$ cat src/rtl/hdmi_island_framer.sv
// hdmi_island_framer
// Last HDMI stage before the 10:1 serialisers. Inputs run through a
// D = PRE_LEN+GB_LEN delay line. A look-ahead FSM watches the raw i_de and
// i_data rises, so preambles and guard bands can be placed in the D cycles
// ahead of the delayed video / island data. Each channel emits 2b/10b
// control, TERC4 or DVI 8b/10b symbols.
// Build option: define HDMI_DATA_ISLAND_EN for HDMI data islands.
// Without it the block is a plain DVI encoder with the same 11-cycle latency.
module hdmi_island_framer #(
    parameter int PRE_LEN = 8,
    parameter int GB_LEN  = 2
) (
    input  logic       i_pixclk,
    input  logic       i_reset,
    input  logic       i_de,
    input  logic       i_hSync,
    input  logic       i_vSync,
    input  logic [7:0] i_r,
    input  logic [7:0] i_g,
    input  logic [7:0] i_b,
    input  logic [3:0] i_d0,
    input  logic [3:0] i_d1,
    input  logic [3:0] i_d2,
    input  logic       i_data,
    output logic [9:0] o_tmds0,
    output logic [9:0] o_tmds1,
    output logic [9:0] o_tmds2,
    output logic       o_err
);

    localparam int D = PRE_LEN + GB_LEN;

    localparam logic [9:0] CTL_00 = 10'b1101010100;

    typedef enum logic [2:0] {
        IDLE, PRE_VID, GB_VID, VIDEO, PRE_DAT, GB_DAT, ISLAND, TRAIL
    } state_t;

    // One delay-line slot. Island fields only exist when islands are built.
    typedef struct packed {
        logic       de;
        logic       hs;
        logic       vs;
        logic [7:0] r;
        logic [7:0] g;
        logic [7:0] b;
`ifdef HDMI_DATA_ISLAND_EN
        logic       data;
        logic [3:0] d0;
        logic [3:0] d1;
        logic [3:0] d2;
`endif
    } stage_t;

    typedef struct packed {
        logic [9:0]        sym;
        logic signed [5:0] disp;
    } tmds_t;

    // 2b/10b control symbol for {c1,c0}.
    function automatic logic [9:0] ctrl_sym(input logic [1:0] c);
        case (c)
            2'b00:   ctrl_sym = 10'b1101010100;
            2'b01:   ctrl_sym = 10'b0010101011;
            2'b10:   ctrl_sym = 10'b0101010100;
            default: ctrl_sym = 10'b1010101011;
        endcase
    endfunction

    // DVI 1.0 8b/10b encoder: transition minimisation then DC balancing
    // against the channel's running disparity.
    function automatic tmds_t tmds_enc(input logic [7:0] d, input logic signed [5:0] disp);
        tmds_t             res;
        logic [8:0]        qm;
        logic [3:0]        n1d;
        logic [3:0]        n1q;
        logic signed [5:0] diff;
        n1d = 4'd0;
        for (int i = 0; i < 8; i++) n1d = n1d + {3'b000, d[i]};
        qm = 9'd0;
        qm[0] = d[0];
        if (n1d > 4'd4 || (n1d == 4'd4 && !d[0])) begin
            for (int i = 1; i < 8; i++) qm[i] = ~(qm[i-1] ^ d[i]);
            qm[8] = 1'b0;
        end else begin
            for (int i = 1; i < 8; i++) qm[i] = qm[i-1] ^ d[i];
            qm[8] = 1'b1;
        end
        n1q = 4'd0;
        for (int i = 0; i < 8; i++) n1q = n1q + {3'b000, qm[i]};
        // ones minus zeros of qm[7:0]
        diff = $signed({1'b0, n1q, 1'b0}) - 6'sd8;
        if (disp == 6'sd0 || diff == 6'sd0) begin
            res.sym  = {~qm[8], qm[8], qm[8] ? qm[7:0] : ~qm[7:0]};
            res.disp = qm[8] ? disp + diff : disp - diff;
        end else if ((disp > 6'sd0 && diff > 6'sd0) || (disp < 6'sd0 && diff < 6'sd0)) begin
            res.sym  = {1'b1, qm[8], ~qm[7:0]};
            res.disp = disp + (qm[8] ? 6'sd2 : 6'sd0) - diff;
        end else begin
            res.sym  = {1'b0, qm[8], qm[7:0]};
            res.disp = disp - (qm[8] ? 6'sd0 : 6'sd2) + diff;
        end
        return res;
    endfunction

`ifdef HDMI_DATA_ISLAND_EN
    localparam logic [3:0] PRE_LAST = 4'(PRE_LEN - 1);
    localparam logic [3:0] GB_LAST  = 4'(GB_LEN - 1);
    localparam logic [9:0] GB_A     = 10'b1011001100;
    localparam logic [9:0] GB_B     = 10'b0100110011;

    // HDMI 1.3 TERC4 table.
    function automatic logic [9:0] terc4(input logic [3:0] n);
        case (n)
            4'h0:    terc4 = 10'b1010011100;
            4'h1:    terc4 = 10'b1001100011;
            4'h2:    terc4 = 10'b1011100100;
            4'h3:    terc4 = 10'b1011100010;
            4'h4:    terc4 = 10'b0101110001;
            4'h5:    terc4 = 10'b0100011110;
            4'h6:    terc4 = 10'b0110001110;
            4'h7:    terc4 = 10'b0100111100;
            4'h8:    terc4 = 10'b1011001100;
            4'h9:    terc4 = 10'b0100111001;
            4'hA:    terc4 = 10'b0110011100;
            4'hB:    terc4 = 10'b1011000110;
            4'hC:    terc4 = 10'b1010001110;
            4'hD:    terc4 = 10'b1001110001;
            4'hE:    terc4 = 10'b0101100011;
            default: terc4 = 10'b1011000011;
        endcase
    endfunction
`endif

    stage_t              stg_in;
    stage_t [D-1:0]      dly_q;
    stage_t              q;        // the *_q view: inputs delayed by D
    state_t              state_d;
    logic [2:0][9:0]     vid_sym;
    logic [2:0][9:0]     sym_d;
    logic [2:0][9:0]     sym_q;
    logic [2:0][7:0]     pix;

    // Pack the raw inputs into one delay-line slot.
    always_comb begin
        stg_in    = '0;
        stg_in.de = i_de;
        stg_in.hs = i_hSync;
        stg_in.vs = i_vSync;
        stg_in.r  = i_r;
        stg_in.g  = i_g;
        stg_in.b  = i_b;
`ifdef HDMI_DATA_ISLAND_EN
        stg_in.data = i_data;
        stg_in.d0   = i_d0;
        stg_in.d1   = i_d1;
        stg_in.d2   = i_d2;
`endif
    end

    // D-stage delay line; slot 0 also serves as the previous-cycle copy for edge detection.
    always_ff @(posedge i_pixclk or posedge i_reset) begin
        if (i_reset) dly_q <= '0;
        else         dly_q <= {dly_q[D-2:0], stg_in};
    end

    assign q   = dly_q[D-1];
    assign pix = {q.r, q.g, q.b};  // ch2 red, ch1 green, ch0 blue

    // Per-channel 8b/10b with its own running disparity, zeroed outside video.
    for (genvar c = 0; c < 3; c++) begin : g_ch
        logic signed [5:0] disp_q;
        tmds_t             enc;
        always_comb enc = tmds_enc(pix[c], disp_q);
        assign vid_sym[c] = enc.sym;
        // Disparity follows the symbol actually sent next cycle.
        always_ff @(posedge i_pixclk or posedge i_reset) begin
            if (i_reset) disp_q <= 6'sd0;
            else         disp_q <= (state_d == VIDEO) ? enc.disp : 6'sd0;
        end
    end

`ifdef HDMI_DATA_ISLAND_EN
    state_t     state_q;
    logic [3:0] cnt_q, cnt_d;
    logic       err_q, err_d;
    logic       de_rise, data_rise;

    assign de_rise   = i_de & ~dly_q[0].de;
    assign data_rise = i_data & ~dly_q[0].data;

    // State, period counter and sticky conflict flag.
    always_ff @(posedge i_pixclk or posedge i_reset) begin
        if (i_reset) begin
            state_q <= IDLE;
            cnt_q   <= 4'd0;
            err_q   <= 1'b0;
        end else begin
            state_q <= state_d;
            cnt_q   <= cnt_d;
            err_q   <= err_d;
        end
    end

    // Next state: raw rises open a period D cycles early; video always wins.
    always_comb begin
        state_d = state_q;
        cnt_d   = cnt_q + 4'd1;
        err_d   = err_q;
        case (state_q)
            IDLE: begin
                if (de_rise) begin
                    state_d = PRE_VID;
                    cnt_d   = 4'd0;
                    if (data_rise) err_d = 1'b1;
                end else if (data_rise) begin
                    state_d = PRE_DAT;
                    cnt_d   = 4'd0;
                end
            end
            PRE_VID, GB_VID, VIDEO: begin
                if (data_rise) err_d = 1'b1;
                if (state_q == PRE_VID && cnt_q == PRE_LAST) begin
                    state_d = GB_VID;
                    cnt_d   = 4'd0;
                end else if (state_q == GB_VID && cnt_q == GB_LAST) begin
                    state_d = VIDEO;
                end else if (state_q == VIDEO && !q.de) begin
                    state_d = IDLE;
                end
            end
            PRE_DAT, GB_DAT, ISLAND, TRAIL: begin
                if (de_rise) begin
                    state_d = PRE_VID;
                    cnt_d   = 4'd0;
                    err_d   = 1'b1;
                end else begin
                    if (state_q == TRAIL && data_rise) err_d = 1'b1;
                    if (state_q == PRE_DAT && cnt_q == PRE_LAST) begin
                        state_d = GB_DAT;
                        cnt_d   = 4'd0;
                    end else if (state_q == GB_DAT && cnt_q == GB_LAST) begin
                        state_d = ISLAND;
                    end else if (state_q == ISLAND && !q.data) begin
                        state_d = TRAIL;
                        cnt_d   = 4'd0;
                    end else if (state_q == TRAIL && cnt_q == GB_LAST) begin
                        state_d = IDLE;
                    end
                end
            end
            default: state_d = IDLE;
        endcase
    end

    assign o_err = err_q;
`else
    logic dvi_unused;
    assign dvi_unused = ^{i_data, i_d0, i_d1, i_d2};

    // DVI: the delayed DE alone selects video or control.
    always_comb state_d = q.de ? VIDEO : IDLE;

    assign o_err = 1'b0;
`endif

    // Output symbols for the state about to be entered.
    always_comb begin
        sym_d[0] = ctrl_sym({q.vs, q.hs});
        sym_d[1] = CTL_00;
        sym_d[2] = CTL_00;
        case (state_d)
            VIDEO: sym_d = vid_sym;
`ifdef HDMI_DATA_ISLAND_EN
            PRE_VID: sym_d[1] = ctrl_sym(2'b01);
            PRE_DAT: begin
                sym_d[1] = ctrl_sym(2'b01);
                sym_d[2] = ctrl_sym(2'b01);
            end
            GB_VID: sym_d = {GB_A, GB_B, GB_A};
            GB_DAT, TRAIL: begin
                sym_d[0] = terc4({2'b11, q.vs, q.hs});
                sym_d[1] = GB_B;
                sym_d[2] = GB_B;
            end
            ISLAND: sym_d = {terc4(q.d2), terc4(q.d1), terc4(q.d0)};
`endif
            default: ;
        endcase
    end

    // Registered symbols straight to the serialisers.
    always_ff @(posedge i_pixclk or posedge i_reset) begin
        if (i_reset) sym_q <= {CTL_00, CTL_00, CTL_00};
        else         sym_q <= sym_d;
    end

    assign o_tmds0 = sym_q[0];
    assign o_tmds1 = sym_q[1];
    assign o_tmds2 = sym_q[2];

endmodule

$ cat config.mk
export PLATFORM = sky130hd
export DESIGN_NAME = hdmi_island_framer
export DESIGN_NICKNAME = d
export VERILOG_FILES = /design/src/rtl/hdmi_island_framer.sv
export SDC_FILE = /design/constraint.sdc
export NUM_CORES = 1
export LEC_CHECK = 0
export ABC_AREA = 0
export BUFFER_PORTS_ARGS = -buffer_cell sky130_fd_sc_hd__buf_2
export CORE_UTILIZATION = 40
export DETAILED_ROUTE_END_ITERATION = 16
export SYNTH_ARGS = -nofsm -noshare
export SYNTH_HDL_FRONTEND = slang
export SYNTH_SLANG_ARGS = --single-unit
$ cat constraint.sdc
create_clock -name i_pixclk -period 9.54 [get_ports i_pixclk]
set_input_delay 0.954 -clock i_pixclk [delete_from_list [all_inputs] [get_ports i_pixclk]]
set_output_delay 0.954 -clock i_pixclk [all_outputs]
set_load 0.02 [all_outputs]
==> results of run 1 <==
placed cells by master, fill, tap and decap left out, types with 5 or more instances in the layout:
cell	n
dfrtp_1	300
inv_1	102
ha_1	85
xnor2_1	69
buf_2	58
a21oi_1	39
fa_1	39
nor2_1	36
clkbuf_16	34
xor2_1	32
nand2_1	28
a21o_1	20
o21ai_0	17
dfstp_2	15
mux2i_1	10
a211oi_1	8
clkbuf_1	7
buf_4	7
nand2b_1	6
nand3_1	5
clkinvlp_4	5
routing by layer:
layer / track usage / vias to the layer above / share of wire
met5: 0 / - / 0
met3: 0.0278 / 35 / 0.046
met2: 0.194 / 109 / 0.46
li1: - / 3094 / -
met4: 0.0497 / 0 / 0.026
met1: 0.165 / 3081 / 0.47
kinds of logic after synthesis:
family | count (synthesis)
AO/OA/AOI/OAI | 123
XOR/XNOR | 104
adder cells (fa/ha/maj) | 124
buffers and inverters | 118
flip-flops | 315
multiplexers | 13
other | 1
AND/OR/NAND/NOR | 104
per-stage QoR:
step | instances | utilization | hold slack [ns]
global route | 1408 | 0.472 | 0.348
floorplan | 902 | - | 0.331
detailed placement | 1351 | 0.436 | 0.335
finish | 1408 | 0.472 | 0.341
CTS | 1408 | 0.472 | 0.342
global placement | 1351 | 0.436 | 0.331
cells in the mapped netlist (5+ instances only):
cell / number / area share
dfrtp_1: 300 / 0.59
inv_1: 103 / 0.031
ha_1: 85 / 0.084
xnor2_1: 69 / 0.048
a21oi_1: 39 / 0.015
fa_1: 39 / 0.062
nor2_1: 36 / 0.011
xor2_1: 32 / 0.022
nand2_1: 28 / 0.0083
a21o_1: 20 / 0.012
o21ai_0: 17 / 0.0067
dfstp_2: 15 / 0.031
clkbuf_1: 11 / 0.0033
mux2i_1: 10 / 0.0079
a211oi_1: 8 / 0.0047
nand2b_1: 6 / 0.0030
nand3_1: 5 / 0.0020
nor3b_1: 5 / 0.0030
cell type report:
class                           instances  area [µm²]  area share
Sequential cell                       315        7900       0.543
Multi-Input combinational cell        469        4300       0.295
Clock buffer                           44         918      0.0631
Tap cell                              396         495      0.0340
Inverter                              105         398      0.0273
Timing Repair Buffer                   66         363      0.0249
Clock inverter                         13         180      0.0124
flip-flops by register name (all words and copies together) (netlist names):
signal,flops
o_tmds0,10
o_tmds1,10
g_ch.disp_q,15
dly_q,270
o_tmds2,10
worst max-delay path, delay by kind of cell (launching register included):
family,cells,cell delay (ns)
AO/OA/AOI/OAI,7,1.37
multiplexers,1,0.10
flip-flops,1,0.46
XOR/XNOR,3,0.72
AND/OR/NAND/NOR,4,0.72
buffers and inverters,5,0.32
adder cells (fa/ha/maj),12,4.97
path summary, 6_finish.rpt:
| check | cells past startpoint | start | slack [ns] | end |
|---|---|---|---|---|
| hold reg to reg | 0 | dly_q[233] | 0.34 | dly_q[260] |
| max in group asynchronous | 3 | i_reset | 7.52 | g_ch[1].disp_q[5] |
| min in group asynchronous | 2 | i_reset | 0.58 | dly_q[26] |
| hold / removal | 0 | dly_q[233] | 0.34 | dly_q[260] |
| setup / recovery | 32 | dly_q[259] | 0.75 | g_ch[2].disp_q[5] |
| setup reg to reg | 32 | dly_q[259] | 0.75 | g_ch[2].disp_q[5] |
==> impl_metrics.py, run 1 <==
metrics = {
    "place": {
        "detailedPlacementHpwl_mm": 12.3,
        "dp_slack_ns": 0.517,
        "placement_stage_cell_area_mm2": 0.0135,
        "port_buffers": 58,
        "routabilityCongestion": 0.792,
    },
    "global_route": {
        "grt_pass1_vias": 6617,
        "overflow": 0,
        "grt_max_degree": 196,
        "grt_usage": 0.123,
        "antenna_found_initial": 0,
        "grt_pass1_wl_mm": 32.3,
    },
    "critical_path": {
        "setup.worst_path.end_class": "flip-flop",
        "worst_setup_path_start_kind": "flip-flop",
        "cp_data_required_time_ns": 9.94,
        "critical_setup_path_kind": "reg2reg",
        "critical_path_peak_fanout": 8,
        "worst_ep_arrival_time_ns": 9.19,
        "max_stage_delay_ns": 0.56,
        "critical-path-slowest-cell": "fa_1",
        "critical_path.most_common_cell": "fa_1",
    },
    "timing": {
        "fmax_ghz": 0.114,
        "layout_worst_path_cycle_share": 0.921,
        "timing.max_slew.rel_slack": 0.291,
        "setup_repair_after_global_routing_missed_its_margin": "no",
        "post-route-min-period_ns": 8.79,
        "final-setup-viol-count": 0,
        "fin_setup_tns_ns": 0,
        "tightestPinTransition_ns": 1.06,
        "final_critical_path_setup_slack_ns": 0.750,
        "hold_violations": 0,
        "post_route_clock_skew_ns": 0.0127,
        "timing_max_transition_violations_final": 0,
    },
    "floorplan": {
        "die_h_um": 180,
        "initial_core_util": 0.410,
        "die_area_mm2": 0.0323,
        "fp.dieW_um": 180,
        "core_area_mm2": 0.0308,
        "ioPinCount": 73,
        "floorplan.rows": 64,
    },
    "yosys": {
        "synthDistinctLibCells": 59,
        "ys.flop_type": "dfrtp_1",
        "post_synth_inst_count": 902,
        "synth_simple_gate_area_frac": 0.0414,
        "synth_async_sr_flop_share": 1.00,
        "number_of_register_bits_inferred_by_synthesis": 315,
        "syn_nets": 1068,
        "ys.warnings.count": 0,
        "yosys.area_share.xor_xnor": 0.0745,
        "yosysSeqAreaShare": 0.625,
        "syn-mean-instance-area_um2": 14.0,
        "synth-adder-area-share": 0.146,
        "synth_enable_flop_cells": 0,
        "muxShareOfSynthArea": 0.0117,
        "combinational_family_with_the_most_area_after_synthesis": "adder cells",
        "synth_compound_gate_area_share": 0.0660,
        "synthesis.area_mm2": 0.0126,
    },
    "drt": {
        "wl_per_cell_um": 13.2,
        "via_count": 6319,
        "drc": 5,
        "first_iter_violations": 257,
        "routed_wirelength_mm": 18.6,
        "routed_antenna_nets": 0,
        "drt_pass1_iterations": 10,
        "viasPerCell": 4.49,
    },
    "layout": {
        "layout.filler_cells": 2702,
        "antennaDiodeCount": 0,
        "areaGrowthSynthToFinish_pct": 15.1,
        "nNetsFinal": 1157,
        "layout-drive-gt1-share": 0.153,
        "final_area_mm2": 0.0146,
    },
    "clock_tree": {
        "clock_path_buffers": 3,
        "post-cts-setup-buffers": 0,
        "htree_num_levels": 2,
        "clk_pin_slew_ns": 0.06,
        "post_cts_hold_buffer_count": 0,
        "cts_tree": "yes",
        "ctsResizeCount": 0,
        "cts_buffers": 34,
        "cts.sinks": 315,
        "clock_insertion_delay_worst_skew_ns": 0.51,
        "cts_root_buf": "clkbuf_16",
    },
    "job": {
        "drv.max_cap_violation_count": 0,
    },
    "min_path": {
        "timing.hold.worst.class": "reg2reg",
    },
    "outcome": {
        "failing_checks": "DRC",
        "status": "finished with violations",
    },
}
Power of run 1 is left out: the tool's default activity adds up to more than one toggle a clock period on the data nets, which glitch-free logic cannot reach.
==> inputs of run 2 (changes only) <==
--- a/config.mk
+++ b/config.mk
@@ -6,7 +6,7 @@
 export NUM_CORES = 1
 export LEC_CHECK = 0
 export ABC_AREA = 0
-export BUFFER_PORTS_ARGS = -buffer_cell sky130_fd_sc_hd__buf_2
+export BUFFER_PORTS_ARGS = -buffer_cell sky130_fd_sc_hd__clkbuf_2
 export CORE_UTILIZATION = 40
 export DETAILED_ROUTE_END_ITERATION = 16
 export SYNTH_ARGS = -nofsm -noshare
==> impl_metrics.py, run 2 (synthesis results as in run 1) <==
metrics = {
    "clock_tree": {
        "post_cts_hold_buffer_count": 0,
        "cts_buffers": 34,
        "cts_tree": "yes",
        "cts.sinks": 315,
        "clock_path_buffers": 3,
        "clk_pin_slew_ns": 0.06,
        "post-cts-setup-buffers": 0,
        "htree_num_levels": 2,
        "cts_root_buf": "clkbuf_16",
        "clock_insertion_delay_worst_skew_ns": 0.52,
    },
    "critical_path": {
        "ff2ff_path_depth": 32,
        "critical-path-slowest-cell": "fa_1",
        "path_buf_inv": 5,
        "reg2reg_from": "dly_q[259]",
        "max_stage_delay_ns": 0.55,
        "path_depth": 32,
        "critical_setup_path_kind": "reg2reg",
        "worst_setup_path_start_kind": "flip-flop",
        "worstSetupStartpoint": "dly_q[259]",
        "cp_data_required_time_ns": 9.94,
        "critical_path.most_common_cell": "fa_1",
        "worst_ep_arrival_time_ns": 9.24,
        "critPathTopFamily": "adder cells",
        "setup.worst_path.end_class": "flip-flop",
        "critical_path_peak_fanout": 8,
    },
    "global_route": {
        "grt_max_degree": 87,
        "overflow": 0,
        "grt_pass1_wl_mm": 32.3,
        "grt_usage": 0.122,
        "antenna_found_initial": 0,
        "grt_pass1_vias": 6609,
    },
    "min_path": {
        "holdPathStages": 0,
        "timing.hold.worst.class": "reg2reg",
        "hp-start": "dly_q[188]",
    },
    "timing": {
        "fin_setup_tns_ns": 0,
        "timing.max_slew.rel_slack": 0.320,
        "timing_max_transition_violations_final": 0,
        "fmax_ghz": 0.113,
        "finalHoldWorstSlack_ns": 0.337,
        "final-setup-viol-count": 0,
        "post_route_clock_skew_ns": 0.0119,
        "tightestPinTransition_ns": 1.02,
        "setup_repair_after_global_routing_missed_its_margin": "no",
        "layout_worst_path_cycle_share": 0.927,
        "post-route-min-period_ns": 8.84,
        "hold_violations": 0,
    },
    "layout": {
        "areaGrowthSynthToFinish_pct": 15.5,
        "most_common_cell_after_layout_fill_and_taps_aside": "dfrtp_1",
        "antennaDiodeCount": 0,
        "largestRegisters": "dly_q x270, g_ch.disp_q x15",
        "largest_reg_flops": 270,
        "layout.filler_cells": 2687,
        "layout-drive-gt1-share": 0.158,
        "layout_common_cells": "dfrtp_1 (300), inv_1 (102), ha_1 (85)",
        "final_area_mm2": 0.0146,
        "nNetsFinal": 1159,
        "regMostFlops": "dly_q",
    },
    "drt": {
        "via_count": 6364,
        "first_iter_violations": 288,
        "viasPerCell": 4.50,
        "drt_pass1_iterations": 10,
        "wl_per_cell_um": 13.0,
        "routed_wirelength_mm": 18.4,
        "drc": 5,
        "routed_antenna_nets": 0,
    },
    "place": {
        "routabilityCongestion": 0.837,
        "placement_stage_cell_area_mm2": 0.0135,
        "detailedPlacementHpwl_mm": 12.4,
        "port_buffers": 58,
    },
    "outcome": {
        "failing_checks": "DRC",
        "status": "finished with violations",
    },
    "floorplan": {
        "initial_core_util": 0.410,
        "ioPinCount": 73,
        "core_area_mm2": 0.0308,
        "floorplan.rows": 64,
        "die_h_um": 180,
        "die_area_mm2": 0.0323,
        "fp.dieW_um": 180,
    },
    "job": {
        "drv.max_cap_violation_count": 0,
    },
}
[run 2: path summary, 6_finish.rpt]
path	slack (ns)	endpoint
setup / recovery	0.70	g_ch[2].disp_q[5]
hold / removal	0.34	dly_q[215]
setup reg to reg	0.70	g_ch[2].disp_q[5]
hold reg to reg	0.34	dly_q[215]
max in group asynchronous	7.04	g_ch[2].disp_q[2]
min in group asynchronous	0.56	dly_q[26]
[run 2: through the flow]
| step | setup WS [ns] | std cells | utilization |
|---|---|---|---|
| CTS | 0.491 | 1414 | 0.473 |
| global route | 0.102 | 1414 | 0.474 |
| finish | 0.698 | 1414 | 0.474 |
| detailed placement | 0.533 | 1353 | 0.436 |
| floorplan | 1.25 | 902 | - |
| global placement | 0.739 | 1353 | 0.436 |
[run 2: worst register-to-register path, delay by kind of cell, from the launching register on]
kind,cells,cell delay (ns)
AOI/OAI and AO/OA,7,1.36
xor gates and xnor gates,3,0.75
adders and majority gates,12,5.00
buffers and inverters,5,0.31
DFF,1,0.45
muxes,1,0.08
and+or+nand+nor,4,0.76
[run 2: area by class of cell]
type                       count  area [µm²]  area share
clock buffer                  45         932      0.0638
clock inverter                16         210      0.0144
inverter                     105         398      0.0272
multi-input combinational    469        4300       0.294
sequential                   315        7900       0.541
tap                          396         495      0.0339
timing repair buffer          68         365      0.0250
[run 2: timing repair]
| action | in CTS | in global routing |
|---|---|---|
| setup endpoints to repair | 0 | 1 |
| hold endpoints to repair | 0 | 0 |
| resized for setup | 0 | 1 |
[run 2: per-layer routing]
| metal | track usage | share of wire | wire length, µm | vias to the layer above |
|---|---|---|---|---|
| met5 | 0 | 0 | 0 | - |
| met4 | 0.0417 | 0.024 | 434 | 0 |
| met3 | 0.0255 | 0.041 | 751 | 34 |
| met2 | 0.188 | 0.46 | 8380 | 104 |
| met1 | 0.171 | 0.48 | 8820 | 3124 |
| li1 | - | - | - | 3102 |
Power of run 2 is left out for the same reason.
